## src/rtl/multicycle_control_unit.sv

```systemverilog
// Main control FSM of a multicycle MIPS-style CPU: a Moore state register plus
// decoded datapath controls, with write strobes masked while reset is high.
module multicycle_control_unit #(
    parameter logic [5:0] OP_RTYPE = 6'b000000,
    parameter logic [5:0] OP_LW    = 6'b100011,
    parameter logic [5:0] OP_SW    = 6'b101011,
    parameter logic [5:0] OP_BEQ   = 6'b000100,
    parameter logic [5:0] OP_J     = 6'b000010,
    parameter logic [5:0] OP_ADDI  = 6'b001000
) (
    input  logic       clock,
    input  logic       reset,
    input  logic [5:0] Op,
    input  logic       Zero,
    output logic       PCWrite,
    output logic [1:0] PCSource,
    output logic       IorD,
    output logic       MemRead,
    output logic       MemWrite,
    output logic       IRWrite,
    output logic       MemtoReg,
    output logic       RegDst,
    output logic       RegWrite,
    output logic       ALUSrcA,
    output logic [1:0] ALUSrcB,
    output logic [1:0] ALUOp,
    output logic [3:0] State
);

    typedef enum logic [3:0] {
        FETCH     = 4'd0,
        DECODE    = 4'd1,
        MEM_ADDR  = 4'd2,
        MEM_READ  = 4'd3,
        MEM_WB    = 4'd4,
        MEM_WRITE = 4'd5,
        EXECUTE   = 4'd6,
        R_WB      = 4'd7,
        BRANCH    = 4'd8,
        JUMP      = 4'd9,
        ADDI_EXEC = 4'd10,
        ADDI_WB   = 4'd11
    } state_e;

    localparam logic [1:0] PCSRC_ALU    = 2'b00;
    localparam logic [1:0] PCSRC_ALUOUT = 2'b01;
    localparam logic [1:0] PCSRC_JUMP   = 2'b10;

    localparam logic [1:0] SRCB_REG     = 2'b00;
    localparam logic [1:0] SRCB_FOUR    = 2'b01;
    localparam logic [1:0] SRCB_IMM     = 2'b10;
    localparam logic [1:0] SRCB_IMM_SH2 = 2'b11;

    localparam logic [1:0] ALUOP_ADD    = 2'b00;
    localparam logic [1:0] ALUOP_SUB    = 2'b01;
    localparam logic [1:0] ALUOP_FUNCT  = 2'b10;

    state_e state_q;
    state_e state_d;

    // Unmasked write strobes; the reset mask is applied on the way out.
    logic pc_write_raw;
    logic mem_write_raw;
    logic ir_write_raw;
    logic reg_write_raw;

    always_comb begin
        // NOTE: default assigned before the case so no path leaves state_d
        // unassigned; without it the tool would infer a latch.
        state_d = FETCH;
        case (state_q)
            FETCH:  state_d = DECODE;
            DECODE: begin
                case (Op)
                    OP_LW, OP_SW: state_d = MEM_ADDR;
                    OP_RTYPE:     state_d = EXECUTE;
                    OP_BEQ:       state_d = BRANCH;
                    OP_J:         state_d = JUMP;
                    OP_ADDI:      state_d = ADDI_EXEC;
                    default:      state_d = FETCH;
                endcase
            end
            MEM_ADDR: begin
                if (Op == OP_SW) begin
                    state_d = MEM_WRITE;
                end else if (Op == OP_LW) begin
                    state_d = MEM_READ;
                end else begin
                    state_d = FETCH;
                end
            end
            MEM_READ:  state_d = MEM_WB;
            EXECUTE:   state_d = R_WB;
            ADDI_EXEC: state_d = ADDI_WB;
            default:   state_d = FETCH;
        endcase
    end

    always_ff @(posedge clock) begin
        // NOTE: sequential state uses non-blocking assignment so every flop
        // samples its input from before the edge, independent of block order.
        if (reset) begin
            state_q <= FETCH;
        end else begin
            state_q <= state_d;
        end
    end

    // Moore decode; only BRANCH looks at an input (Zero) to gate PCWrite.
    always_comb begin
        pc_write_raw  = 1'b0;
        PCSource      = PCSRC_ALU;
        IorD          = 1'b0;
        MemRead       = 1'b0;
        mem_write_raw = 1'b0;
        ir_write_raw  = 1'b0;
        MemtoReg      = 1'b0;
        RegDst        = 1'b0;
        reg_write_raw = 1'b0;
        ALUSrcA       = 1'b0;
        ALUSrcB       = SRCB_REG;
        ALUOp         = ALUOP_ADD;
        case (state_q)
            FETCH: begin
                MemRead      = 1'b1;
                ir_write_raw = 1'b1;
                pc_write_raw = 1'b1;
                ALUSrcB      = SRCB_FOUR;
            end
            DECODE: begin
                ALUSrcB = SRCB_IMM_SH2;
            end
            MEM_ADDR: begin
                ALUSrcA = 1'b1;
                ALUSrcB = SRCB_IMM;
            end
            MEM_READ: begin
                MemRead = 1'b1;
                IorD    = 1'b1;
            end
            MEM_WB: begin
                reg_write_raw = 1'b1;
                MemtoReg      = 1'b1;
            end
            MEM_WRITE: begin
                mem_write_raw = 1'b1;
                IorD          = 1'b1;
            end
            EXECUTE: begin
                ALUSrcA = 1'b1;
                ALUOp   = ALUOP_FUNCT;
            end
            R_WB: begin
                reg_write_raw = 1'b1;
                RegDst        = 1'b1;
            end
            BRANCH: begin
                ALUSrcA      = 1'b1;
                ALUOp        = ALUOP_SUB;
                PCSource     = PCSRC_ALUOUT;
                pc_write_raw = Zero;
            end
            JUMP: begin
                PCSource     = PCSRC_JUMP;
                pc_write_raw = 1'b1;
            end
            ADDI_EXEC: begin
                ALUSrcA = 1'b1;
                ALUSrcB = SRCB_IMM;
            end
            ADDI_WB: begin
                reg_write_raw = 1'b1;
            end
            default: ;
        endcase
    end

    // Combinational mask: no architectural write escapes while reset is held,
    // even in the cycle reset first rises mid-instruction.
    assign PCWrite  = pc_write_raw  & ~reset;
    assign MemWrite = mem_write_raw & ~reset;
    assign IRWrite  = ir_write_raw  & ~reset;
    assign RegWrite = reg_write_raw & ~reset;
    assign State    = state_q;

endmodule
```

## config.mk

```make
export PLATFORM = sky130hd
export DESIGN_NAME = multicycle_control_unit
export DESIGN_NICKNAME = d
export VERILOG_FILES = /design/src/rtl/multicycle_control_unit.sv
export SDC_FILE = /design/constraint.sdc
export NUM_CORES = 1
export LEC_CHECK = 0
export CAP_MARGIN = 5
export CORE_MARGIN = 1
export CORE_UTILIZATION = 34
export CTS_BUF_LIST = sky130_fd_sc_hd__clkbuf_2
export CTS_CLUSTER_SIZE = 16
export DETAILED_ROUTE_END_ITERATION = 10
export PLACE_DENSITY = 0.79
export SLEW_MARGIN = 25
export SYNTH_ARGS = -nofsm -noshare
export SYNTH_HDL_FRONTEND = slang
export SYNTH_SLANG_ARGS = --single-unit
```

## constraint.sdc

```tcl
create_clock -name clock -period 1.65 [get_ports clock]
set_input_delay 0.4125 -clock clock [delete_from_list [all_inputs] [get_ports clock]]
set_output_delay 0.4125 -clock clock [all_outputs]
set_load 0.1 [all_outputs]
```

==> results.cfg, run 1 <==
[yosys]
synth_common_cells = 12 x sky130_fd_sc_hd__nor2_1, 7 x sky130_fd_sc_hd__nor3_1, 5 x sky130_fd_sc_hd__nand2_1, 5 x sky130_fd_sc_hd__nand2b_1, 4 x sky130_fd_sc_hd__dfxtp_1
yosys.cell_count.top_type = sky130_fd_sc_hd__nor2_1
complex_gate_fraction_of_the_synthesized_area = 0.1947
synthDominantCellAreaShare = 0.1684
synth_flop_cell = sky130_fd_sc_hd__dfxtp_1
synth_edf_count = 0
synthesis.instances = 73
ys_seq_elements = 4
post_synth_xor_area_fraction = 0.03684
main_combinational_cell_family_by_area_after_synthesis = simple AND/OR/NAND/NOR gates
synth.lib_cells_used.distinct = 34
synth_simple_gate_area_share = 0.4895
synthArstFlopShare = 0
synth.yosys.warnings = 0
synth.avg_cell_area_um2 = 6.513
syn-num-nets = 82
yosys.area_share.adder = 0.02368
netlist_top_cells_area = sky130_fd_sc_hd__dfxtp_1 17%, sky130_fd_sc_hd__nor2_1 9.5%, sky130_fd_sc_hd__nor3_1 7.4%
synth.cell_area_um2 = 475.5
muxShareOfSynthArea = 0.02105
synth_sequential_area_ratio = 0.1684
yosysTopAreaCell = sky130_fd_sc_hd__dfxtp_1

[status]
stop_error = [ERROR DPL-0033] detailed placement checks failed during check placement.
outcome = aborted with a tool error
haltStage = detailed placement

[die]
ios = 28
placementRows = 13
floorplan.die.width_um = 39.40
floorplan.initialDensity = 0.3654
die_h_um = 39.40

[placed_design]
place.port_buffers = 27
place_congestion = 0.8043
hpwl_mm = 2.286
per-stage QoR:
step / TNS, ns / area, um2 / hold slack (ns)
after global placement: -1.211 / 1256 / 0.6543
after floorplan: -5.172 / 733.2 / 0.5780
kinds of logic after synthesis:
family                   Yosys count
AO/OA/AOI/OAI                     13
adder cells (fa/ha/maj)            1
multiplexers                       1
XOR/XNOR                           2
flip-flops                         4
buffers and inverters              7
AND/OR/NAND/NOR                   45
==> inputs of run 2 (changes only) <==
--- a/config.mk
+++ b/config.mk
@@ -6,12 +6,10 @@
 export NUM_CORES = 1
 export LEC_CHECK = 0
 export CAP_MARGIN = 5
-export CORE_MARGIN = 1
-export CORE_UTILIZATION = 34
-export CTS_BUF_LIST = sky130_fd_sc_hd__clkbuf_2
-export CTS_CLUSTER_SIZE = 16
+export CORE_AREA = 2 2 63 65
 export DETAILED_ROUTE_END_ITERATION = 10
-export PLACE_DENSITY = 0.79
+export DIE_AREA = 0 0 65 67
+export PLACE_DENSITY_LB_ADDON = 0.15
 export SLEW_MARGIN = 25
 export SYNTH_ARGS = -nofsm -noshare
 export SYNTH_HDL_FRONTEND = slang
==> run 2 against run 1 <==
Compared with the run above:
- the flow now finishes, with violations (setup timing)
- synthesized area stayed put
- synthesized cell count stayed put
==> results.cfg, run 2 <==
[status]
outcome = complete, but fails checks
failed_checks = setup timing

[worst_setup_path]
setup.reg_to_reg.worst_slack_ns = 0.05
timing.critical_path.to_type = output port
ff2ff_path_depth = 5
worst_r2r_endpoint = State[3]
cpPeakStageDelay_ns = 0.35
cp-start-kind = register
slowest_stage = sky130_fd_sc_hd__dfxtp_4
critical_path.max_fanout = 5
critical_path_required_ns = 1.24
cp_data_arrival_time_ns = 1.37
crit_path_cell_trace = and2b_1 > o32a_1 > nor2_4 > buf_12
path_delay_family = flip-flops
rr_startpoint = State[1]
critical_path_cell_count = 4
path_buf_inv = 1
worst_setup_path_endpoint = RegWrite
critPathKind = reg2out
worstSetupStartpoint = State[0]

[clock_tree]
postCtsHoldBufs = 0
cts.htree.levels = 1
cts-buffers-inserted = 3
cts_buffer_depth = 2
worst_skew_pair.late_latency_ns = 0.21
clock_tree_from_tritoncts = done
ctsRootBufferMaster = sky130_fd_sc_hd__clkbuf_8
clk_pin_slew_ns = 0.03
clock-sinks = 4

[yosys]
syn-num-nets = 82
synth_common_cells = 12 x sky130_fd_sc_hd__nor2_1, 7 x sky130_fd_sc_hd__nor3_1, 5 x sky130_fd_sc_hd__nand2_1, 5 x sky130_fd_sc_hd__nand2b_1, 4 x sky130_fd_sc_hd__dfxtp_1
yosysTopAreaCell = sky130_fd_sc_hd__dfxtp_1
yosys.cell_count.top_type = sky130_fd_sc_hd__nor2_1
synth.yosys.warnings = 0
netlist_top_cells_area = sky130_fd_sc_hd__dfxtp_1 17%, sky130_fd_sc_hd__nor2_1 9.5%, sky130_fd_sc_hd__nor3_1 7.4%
synth.cell_area_um2 = 475.5
synth.avg_cell_area_um2 = 6.513
synthDominantCellAreaShare = 0.1684
synthesis.instances = 73
synth.lib_cells_used.distinct = 34
synthArstFlopShare = 0
synth_edf_count = 0
synth_sequential_area_ratio = 0.1684
ys_seq_elements = 4
synth_flop_cell = sky130_fd_sc_hd__dfxtp_1

[timing]
min_period_over_period = 1.080
finClkSkew_ns = 0.002438
timing.hold.ws_ns = 0.5441
finalWorstSetupSlack_ns = -0.1327
worst_slew_pin_slew_ns = 0.2924
timing.final.crit_period_ns = 1.783
setup_viol = 9
max_clock_freq_mhz = 561.0
rsz0062_at_grt = true
slew_viol_final = 0
slew_headroom = 0.8045
hold_viol_final = 0

[final_layout]
layout-drive-gt1-share = 0.7071
largest_register_ffs = 4
layout.cells.most_common_list = 28 x sky130_fd_sc_hd__buf_4, 20 x sky130_fd_sc_hd__buf_12, 13 x sky130_fd_sc_hd__buf_6
relative_area_change_from_synthesis_to_final_layout_pct = 246.3
nets = 151
most_frequent_standard_cell_in_the_layout_excluding_fill_and_tap_cells = sky130_fd_sc_hd__buf_4
nFillCells = 348
antenna_cells_inserted = 0

[die]
die_area_um2 = 4355
placeableCoreArea_um2 = 3606
ios = 28
floorplan.die.width_um = 65
die_h_um = 67
placementRows = 22
floorplan.initialDensity = 0.1319

[power]
ratio_of_total_power_to_cell_area_nw_per_um2 = 373.1
vdd.ir_drop.worst_uv = 194.3
cellLeakagePower_nw = 0.6473

[grt]
grt_max_degree = 11
grt_overflow = 0
grt_antenna_before_repair = 0
gr-usage-met1 = 0.1312
met3_usage = 0.02534
grt_first_pass_wirelength_mm = 3.574
first_global_vias = 749
grt_use_met2 = 0.1804
globalRoute.busiestLayer = met2
grt_use_total = 0.1037

[job]
number_of_maximum_capacitance_violations = 0

[placed_design]
place.port_buffers = 27
preCtsSetupSlack_ns = -0.2554
place_congestion = 0.8914
hpwl_mm = 1.651

[worst_hold_path]
holdCritPathClass = in2reg

[routing]
route.detailed.drc = 0
route.detailed.vias_per_inst = 4.346
wl_per_cell_um = 11.99
detailroute.via_count = 817
drt_iter0_markers = 20
detail_route.first_pass.iterations = 4
totalWireLength_mm = 2.255
drtAntennaViolNets = 0
[run 2: metal layers]
| metal | routed length (um) | vias up |
|---|---|---|
| li1 | - | 402 |
| met1 | 953 | 389 |
| met2 | 1156 | 26 |
| met3 | 145 | 0 |
| met4 | 0 | 0 |
| met5 | 0 | - |
[run 2: worst min-delay path by stage]
stage	start	end	slack [ns]	cells past startpoint
after floorplan	reset	State[1]	0.58	2
after global placement	State[2]	State[3]	0.71	2
after detailed placement	State[0]	State[0]	0.71	3
after CTS	reset	State[3]	0.54	3
after global routing	reset	State[3]	0.54	3
final	reset	State[3]	0.54	3
[run 2: kinds of logic after synthesis]
logic type / synth area share
adder cells (fa/ha/maj): 0.02368
AND/OR/NAND/NOR: 0.4895
multiplexers: 0.02105
flip-flops: 0.1684
buffers and inverters: 0.06579
AO/OA/AOI/OAI: 0.1948
XOR/XNOR: 0.03685
[run 2: final cells by class]
class                      count  area, um2  area share
inverter                       2      11.26    0.006839
tap                           48      60.06     0.03647
sequential                     4      95.09     0.05775
clock buffer                   3      41.29     0.02508
multi-input combinational     62      608.1      0.3693
timing repair buffer          69      830.8      0.5046
[run 2: worst reg2reg max path, stage by stage (launching register included)]
cell                      delay [ns]
sky130_fd_sc_hd__dfxtp_4        0.36
sky130_fd_sc_hd__buf_12         0.15
sky130_fd_sc_hd__buf_4          0.14
sky130_fd_sc_hd__or3_1          0.40
sky130_fd_sc_hd__o41ai_1        0.31
sky130_fd_sc_hd__and2_1         0.17
[run 2: what timing repair did]
item,4_1_cts,5_1_grt
pin swaps,12,8
endpoints found under the setup margin,14,14
buffers inserted,9,13
gates resized for setup,24,11
[run 2: metrics by stage]
stage          instance area (um2)  power, mW  std cells  utilization  TNS, ns
3_3_place_gp                  1310     0.3949        163       0.3633   -1.261
6_report                      1647     0.6143        188       0.4566  -0.5358
3_5_place_dp                  1310     0.3955        163       0.3633   -1.287
4_1_cts                       1495     0.6133        175       0.4146  -0.5939
2_1_floorplan                733.2     0.2763         73            -   -5.172
5_1_grt                       1647     0.6398        188       0.4566   -1.104
[run 2: power by group]
part           internal (mW)  leakage, nW  switching [mW]  total, mW
Sequential            0.0959       0.0355         0.00397     0.0998
Combinational          0.134        0.590           0.182      0.316
Clock                  0.155       0.0216          0.0436      0.199
Power figures use the tool's default switching activity.
==> inputs of run 3 (changes only) <==
--- a/config.mk
+++ b/config.mk
@@ -5,7 +5,7 @@
 export SDC_FILE = /design/constraint.sdc
 export NUM_CORES = 1
 export LEC_CHECK = 0
-export CAP_MARGIN = 5
+export CAP_MARGIN = 20
 export CORE_AREA = 2 2 63 65
 export DETAILED_ROUTE_END_ITERATION = 10
 export DIE_AREA = 0 0 65 67
==> results of run 3 <==
Final layout, timing and power as in run 2 (identical DEF).
==> inputs of run 4 (changes only) <==
--- a/config.mk
+++ b/config.mk
@@ -5,7 +5,6 @@
 export SDC_FILE = /design/constraint.sdc
 export NUM_CORES = 1
 export LEC_CHECK = 0
-export CAP_MARGIN = 20
 export CORE_AREA = 2 2 63 65
 export DETAILED_ROUTE_END_ITERATION = 10
 export DIE_AREA = 0 0 65 67
==> results of run 4 <==
Final layout, timing and power as in run 2 (identical DEF).
